$ cat config.mk
export PLATFORM = sky130hd
export DESIGN_NAME = dsp_cmd_issuer
export DESIGN_NICKNAME = d
export VERILOG_FILES = /design/src/rtl/dsp_cmd_issuer.sv
export SDC_FILE = /design/constraint.sdc
export NUM_CORES = 1
export LEC_CHECK = 0
export CAP_MARGIN = 30
export CORE_ASPECT_RATIO = 0.8
export CORE_MARGIN = 3
export CORE_UTILIZATION = 48
export CTS_CLUSTER_SIZE = 8
export DETAILED_ROUTE_END_ITERATION = 7
export PLACE_DENSITY = 0.9
export SYNTH_ARGS = -nofsm -noshare
export SYNTH_HDL_FRONTEND = slang
export SYNTH_SLANG_ARGS = --single-unit
$ cat constraint.sdc
create_clock -name clk -period 6.85 [get_ports clk]
set_clock_uncertainty 0.2 [all_clocks]
set_input_delay 1.0275 -clock clk [delete_from_list [all_inputs] [get_ports clk]]
set_output_delay 1.0275 -clock clk [all_outputs]
set_load 0.02 [all_outputs]
$ cat src/rtl/dsp_cmd_issuer.sv
// Front end for the DSP multiply/accumulate block: issues one command per cycle,
// tracks each result through the programmable DSP output pipe and returns results in order.
module dsp_cmd_issuer #(
    parameter int WIDTH         = 16,
    parameter int SHIFT_BITS    = 2,
    parameter int PIPELINE_BITS = 3,
    parameter int FIFO_DEPTH    = 4
) (
    input  logic                     clk,
    input  logic                     rst,
    input  logic                     cmd_valid,
    output logic                     cmd_ready,
    input  logic [WIDTH-1:0]         cmd_aa,
    input  logic [WIDTH-1:0]         cmd_bb,
    input  logic [2*WIDTH-1:0]       cmd_cc,
    input  logic [SHIFT_BITS-1:0]    cmd_shift_amount,
    input  logic                     cmd_shift_dir,
    input  logic [1:0]               cmd_mode,
    input  logic                     cmd_mac,
    input  logic [PIPELINE_BITS-1:0] cfg_pipe_stages,
    output logic                     res_valid,
    input  logic                     res_ready,
    output logic [2*WIDTH-1:0]       res_data,
    output logic                     dsp_start,
    output logic [WIDTH-1:0]         dsp_aa,
    output logic [WIDTH-1:0]         dsp_bb,
    output logic [2*WIDTH-1:0]       dsp_cc,
    output logic [SHIFT_BITS-1:0]    dsp_shift_amount,
    output logic                     dsp_shift_dir,
    output logic [1:0]               dsp_mode,
    output logic                     dsp_mac,
    output logic [PIPELINE_BITS-1:0] dsp_pipe_stages,
    input  logic [2*WIDTH-1:0]       dsp_out,
    output logic                     busy,
    output logic                     err_illegal
);

    localparam int PTR_W = (FIFO_DEPTH > 1) ? $clog2(FIFO_DEPTH) : 1;
    localparam int CNT_W = $clog2(FIFO_DEPTH + 1);
    localparam int TAPS  = PIPELINE_BITS;
    localparam logic [PIPELINE_BITS-1:0] MAX_D   = PIPELINE_BITS'(PIPELINE_BITS);
    localparam logic [CNT_W:0]           DEPTH_L = (CNT_W + 1)'(FIFO_DEPTH);

    typedef enum logic [1:0] {
        ST_APPLY = 2'd0,
        ST_RUN   = 2'd1,
        ST_DRAIN = 2'd2
    } state_t;

    state_t                   r_state;
    state_t                   w_state_next;
    logic [PIPELINE_BITS-1:0] r_depth;
    logic [PIPELINE_BITS-1:0] w_cfg_clamped;
    logic [TAPS-1:0]          r_tap;
    logic [TAPS-1:0]          w_tap_en;
    logic [TAPS-1:0]          w_tap_sel;
    logic [CNT_W-1:0]         r_inflight;
    logic [CNT_W-1:0]         r_count;
    logic [PTR_W-1:0]         r_wr_ptr;
    logic [PTR_W-1:0]         r_rd_ptr;
    logic [2*WIDTH-1:0]       r_mem [FIFO_DEPTH];
    logic                     r_err;
    logic                     w_accept;
    logic                     w_legal;
    logic                     w_issue;
    logic                     w_push;
    logic                     w_pop;
    logic                     w_credit_ok;
    logic                     w_tracked;
    logic [CNT_W:0]           w_used;

    // Clamp the requested depth to the deepest pipe the DSP supports.
    always_comb begin
        if (cfg_pipe_stages > MAX_D) begin
            w_cfg_clamped = MAX_D;
        end else begin
            w_cfg_clamped = cfg_pipe_stages;
        end
    end

    assign w_accept    = cmd_valid & cmd_ready;
    assign w_legal     = (cmd_mode != 2'b11);
    assign w_issue     = w_accept & w_legal;
    assign w_pop       = (r_count != '0) & res_ready;
    assign w_tracked   = (r_depth != '0);
    assign w_used      = (CNT_W + 1)'(r_count) + (CNT_W + 1)'(r_inflight);
    assign w_credit_ok = (w_used < DEPTH_L);

    // Taps beyond the applied depth are held at zero so a later deeper setting sees no stale bits.
    always_comb begin
        w_tap_en  = '0;
        w_tap_sel = '0;
        for (int i = 0; i < TAPS; i++) begin
            w_tap_en[i]  = (PIPELINE_BITS'(i) < r_depth);
            w_tap_sel[i] = (PIPELINE_BITS'(i + 1) == r_depth);
        end
    end

    assign w_push = w_tracked ? |(r_tap & w_tap_sel) : w_issue;

    // Valid shift register marking the cycle each tracked result leaves the DSP pipe.
    always_ff @(posedge clk or posedge rst) begin
        if (rst) begin
            r_tap <= '0;
        end else begin
            r_tap <= {r_tap[TAPS-2:0], w_issue} & w_tap_en;
        end
    end

    // In-flight credit count; a same-cycle issue and push cancel out.
    always_ff @(posedge clk or posedge rst) begin
        if (rst) begin
            r_inflight <= '0;
        end else begin
            case ({w_issue & w_tracked, w_push & w_tracked})
                2'b10:   r_inflight <= r_inflight + CNT_W'(1);
                2'b01:   r_inflight <= r_inflight - CNT_W'(1);
                default: r_inflight <= r_inflight;
            endcase
        end
    end

    // Result FIFO storage and pointers.
    always_ff @(posedge clk or posedge rst) begin
        if (rst) begin
            r_wr_ptr <= '0;
            r_rd_ptr <= '0;
            r_count  <= '0;
            for (int i = 0; i < FIFO_DEPTH; i++) begin
                r_mem[i] <= '0;
            end
        end else begin
            if (w_push) begin
                r_mem[r_wr_ptr] <= dsp_out;
                r_wr_ptr        <= r_wr_ptr + PTR_W'(1);
            end
            if (w_pop) begin
                r_rd_ptr <= r_rd_ptr + PTR_W'(1);
            end
            case ({w_push, w_pop})
                2'b10:   r_count <= r_count + CNT_W'(1);
                2'b01:   r_count <= r_count - CNT_W'(1);
                default: r_count <= r_count;
            endcase
        end
    end

    // State, applied depth and sticky illegal-mode flag.
    always_ff @(posedge clk or posedge rst) begin
        if (rst) begin
            r_state <= ST_APPLY;
            r_depth <= '0;
            r_err   <= 1'b0;
        end else begin
            r_state <= w_state_next;
            if (r_state == ST_APPLY) begin
                r_depth <= w_cfg_clamped;
            end
            r_err <= r_err | (w_accept & ~w_legal);
        end
    end

    // Next state and command acceptance; a depth change first drains the pipe.
    always_comb begin
        w_state_next = r_state;
        cmd_ready    = 1'b0;
        case (r_state)
            ST_RUN: begin
                if (w_cfg_clamped != r_depth) begin
                    w_state_next = ST_DRAIN;
                end else begin
                    w_state_next = ST_RUN;
                    cmd_ready    = w_credit_ok;
                end
            end
            ST_DRAIN: begin
                if (r_inflight == '0) begin
                    w_state_next = ST_APPLY;
                end else begin
                    w_state_next = ST_DRAIN;
                end
            end
            ST_APPLY: w_state_next = ST_RUN;
            default:  w_state_next = ST_APPLY;
        endcase
    end

    // DSP pins follow the accepted command only on a legal issue and are zero otherwise.
    always_comb begin
        if (w_issue) begin
            dsp_start        = 1'b1;
            dsp_aa           = cmd_aa;
            dsp_bb           = cmd_bb;
            dsp_cc           = cmd_cc;
            dsp_shift_amount = cmd_shift_amount;
            dsp_shift_dir    = cmd_shift_dir;
            dsp_mode         = cmd_mode;
            dsp_mac          = cmd_mac;
        end else begin
            dsp_start        = 1'b0;
            dsp_aa           = '0;
            dsp_bb           = '0;
            dsp_cc           = '0;
            dsp_shift_amount = '0;
            dsp_shift_dir    = 1'b0;
            dsp_mode         = 2'b00;
            dsp_mac          = 1'b0;
        end
    end

    assign dsp_pipe_stages = r_depth;
    assign res_valid       = (r_count != '0);
    assign res_data        = r_mem[r_rd_ptr];
    assign busy            = (r_inflight != '0) | (r_state != ST_RUN);
    assign err_illegal     = r_err;

endmodule
==> out/qor.txt <==
Status: completed
Max-cap check violation count: 0
Cells after synthesis: 489
Setup TNS: 0 ps
Clock Path Buffers: 2
ANT cells: 0
DIE HEIGHT: 119 um
Vias: 4783
Wire per inst: 19.4 um
Vias in the first global route: 5397
Core Area: 0.0153 mm2
Post-synthesis cell type with the largest combined area: dfrtp_1
Critical path type: in -> out
#FFs+latches synth: 147
First-pass GRT wire length: 29.3 mm
Post-CTS Setup Repair Bufs: 0
Ports: 219
NumNets Final: 822
CTS tree: built
Post-synth top cells: dfrtp_1 (147), mux2_4 (120), and2_1 (72)
Max-slew headroom: 36.7%
Drt total wl: 18.0 mm
H-tree levels: 4
Port bufs: 218
EDFF count, synth: 0
Die W: 147 um
Initial antenna violation count: 0
Min Tclk post-route: 4900 ps
Pre-antenna DRT Iters: 4
Worst hold slack: 278 ps
Number of hold buffers added after cts: 0
Remaining DRCs: 0
Largest cells by area after synthesis: dfrtp_1 (48%), mux2_4 (24%), mux4_2 (9.4%)
Leakage dissipation: 4.80 nW
Fin util: 68.6%
Setup ws final: 1950 ps
Final Hold Fails: 0
Critical path fanouts, max: 73
Final global-route overflow total: 0
Hold Path Class: reg -> reg
Initial core utilization: 49.9%
Post-route cell area: 0.0105 mm2
Startpoint class of the critical path: primary input
Register area share after synthesis: 48.2%
Tcrit/Tclk final: 71.5%
Unrepaired setup endpoints after global routing: false
Largest net degree at the start of global routing: 95
Arrival @ worst endpoint: 3670 ps
Final GP Congestion: 0.829
Count leader, synth: dfrtp_1
YS warnings: 0
Pwr per Cell Area: 458 mW/mm2
Post-CTS Resized: 0
Fraction of layout cells with a size suffix above 1: 29.6%
Place WS: 1950 ps
Reg clk slew, reported paths: 60 ps
Fmax: 204 MHz
Synth cell types: 37
Slew Viols, Final: 0
# rows: 40
Vias per cell: 5.17
Setup crit end kind: primary output
# fillers: 1059
Syn Area/Cell: 15.6 um2
Gr usage total: 21.5%
Worst skew pair latency: 420 ps
Req. time, crit path: 5620 ps
Die area: 0.0175 mm2
Area growth syn-to-layout: 37.5%
Primary FF master, synth: dfrtp_1
Clock root buffer: clkbuf_16
Hpwl dp: 12.3 mm
Netlist Area Pre-Place: 0.00764 mm2
Final Setup Violations: 0
Yosys top cell area share: 48.2%
DRT antenna net count: 0
Mapped Nets: 608
Area of the multi-input gates: 0.00370 mm2
Post-place instance area: 0.00992 mm2
FF+latch area: 0.00368 mm2
Asr flop ratio synth: 100%
CTS buffer count: 17
DRT iter0 DRCs: 263
CTS Sinks: 147
Peak supply drop: 0.000175 V
Worst Tran Pin Value: 950 ps
## power by group
group	leakage (nW)	total [mW]	internal, mW	switching, mW
logic	2.74	2.26	1.40	0.863
clock network	0.283	0.911	0.563	0.348
registers	1.78	1.64	1.30	0.337
total	4.80	4.81	3.26	1.55
## per-stage QoR
step,power (mW),cells
final,4.81,926
after global placement,3.81,894
after detailed placement,3.91,894
after floorplan,3.16,489
after global routing,5.06,926
after CTS,4.85,926
## registers in the layout, indices dropped and copies added, names as in the netlist
register         flops
r_wr_ptr             2
r_state              2
r_tap                3
r_rd_ptr             2
dsp_pipe_stages      3
r_count              3
err_illegal          1
r_inflight           3
r_mem              128
## kinds of logic after synthesis
kind of cell	after synthesis	synth area share (%)
muxes	164	34.7
DFF	147	48.2
and+or+nand+nor	101	8.34
buffers and inverters	40	3.42
AOI/OAI and AO/OA	17	2.34
xor gates and xnor gates	10	1.15
adders and majority gates	10	1.83
## cells in the final DEF, fill, tap and decap left out, types with 5 or more instances in the layout
master           Yosys  routed
clkbuf_16            0      17
buf_4                0       7
mux2_2               9       9
a21oi_1              5       5
clkdlybuf4s50_1      0     218
inv_1               10       9
mux4_2              32      32
and2_1              72      72
dfrtp_1            147     145
xnor2_1              5       5
mux2_4             120     120
xor2_1               5       5
ha_1                 8       8
nor2_1               7       7
## layer usage
metal	share of wire, %	vias up	routed length [um]	track usage, %
met5	0	-	0	0
met4	1.4	0	247	6.87
met3	5.3	21	959	5.52
met2	52	152	9340	36.7
met1	41	2459	7420	26.9
li1	-	2151	-	-
## worst max-delay path, stage by stage
cell             delay [ps]
clkdlybuf4s50_1         560
a21o_1                  140
nand3_1                 130
and2_1                  250
nor4b_4                 240
buf_4                   460
and2_1                  210
clkdlybuf4s50_1         630
## cell type report
class                           count  area share (%)
Sequential cell                   147            35.1
Timing Repair Buffer              225            21.3
Clock inverter                      9           0.989
Tap cell                          210            2.50
Inverter                           10           0.405
Clock buffer                       23            4.55
Multi-Input combinational cell    302            35.2
## path summary, 6_finish.rpt
path                               startpoint    endpoint  slack [ps]  depth (start not counted)
setup / recovery           cfg_pipe_stages[0]   dsp_bb[8]        1950                          8
hold / removal                     r_state[1]  r_state[0]         280                          1
setup reg to reg                r_inflight[2]  r_count[2]        3710                         12
hold reg to reg                    r_state[1]  r_state[0]         280                          1
max in group asynchronous                 rst    r_mem[3]        4270                          3
min in group asynchronous                 rst   r_mem[42]         980                          2
Note: power is estimated with default switching activity, not from simulation.
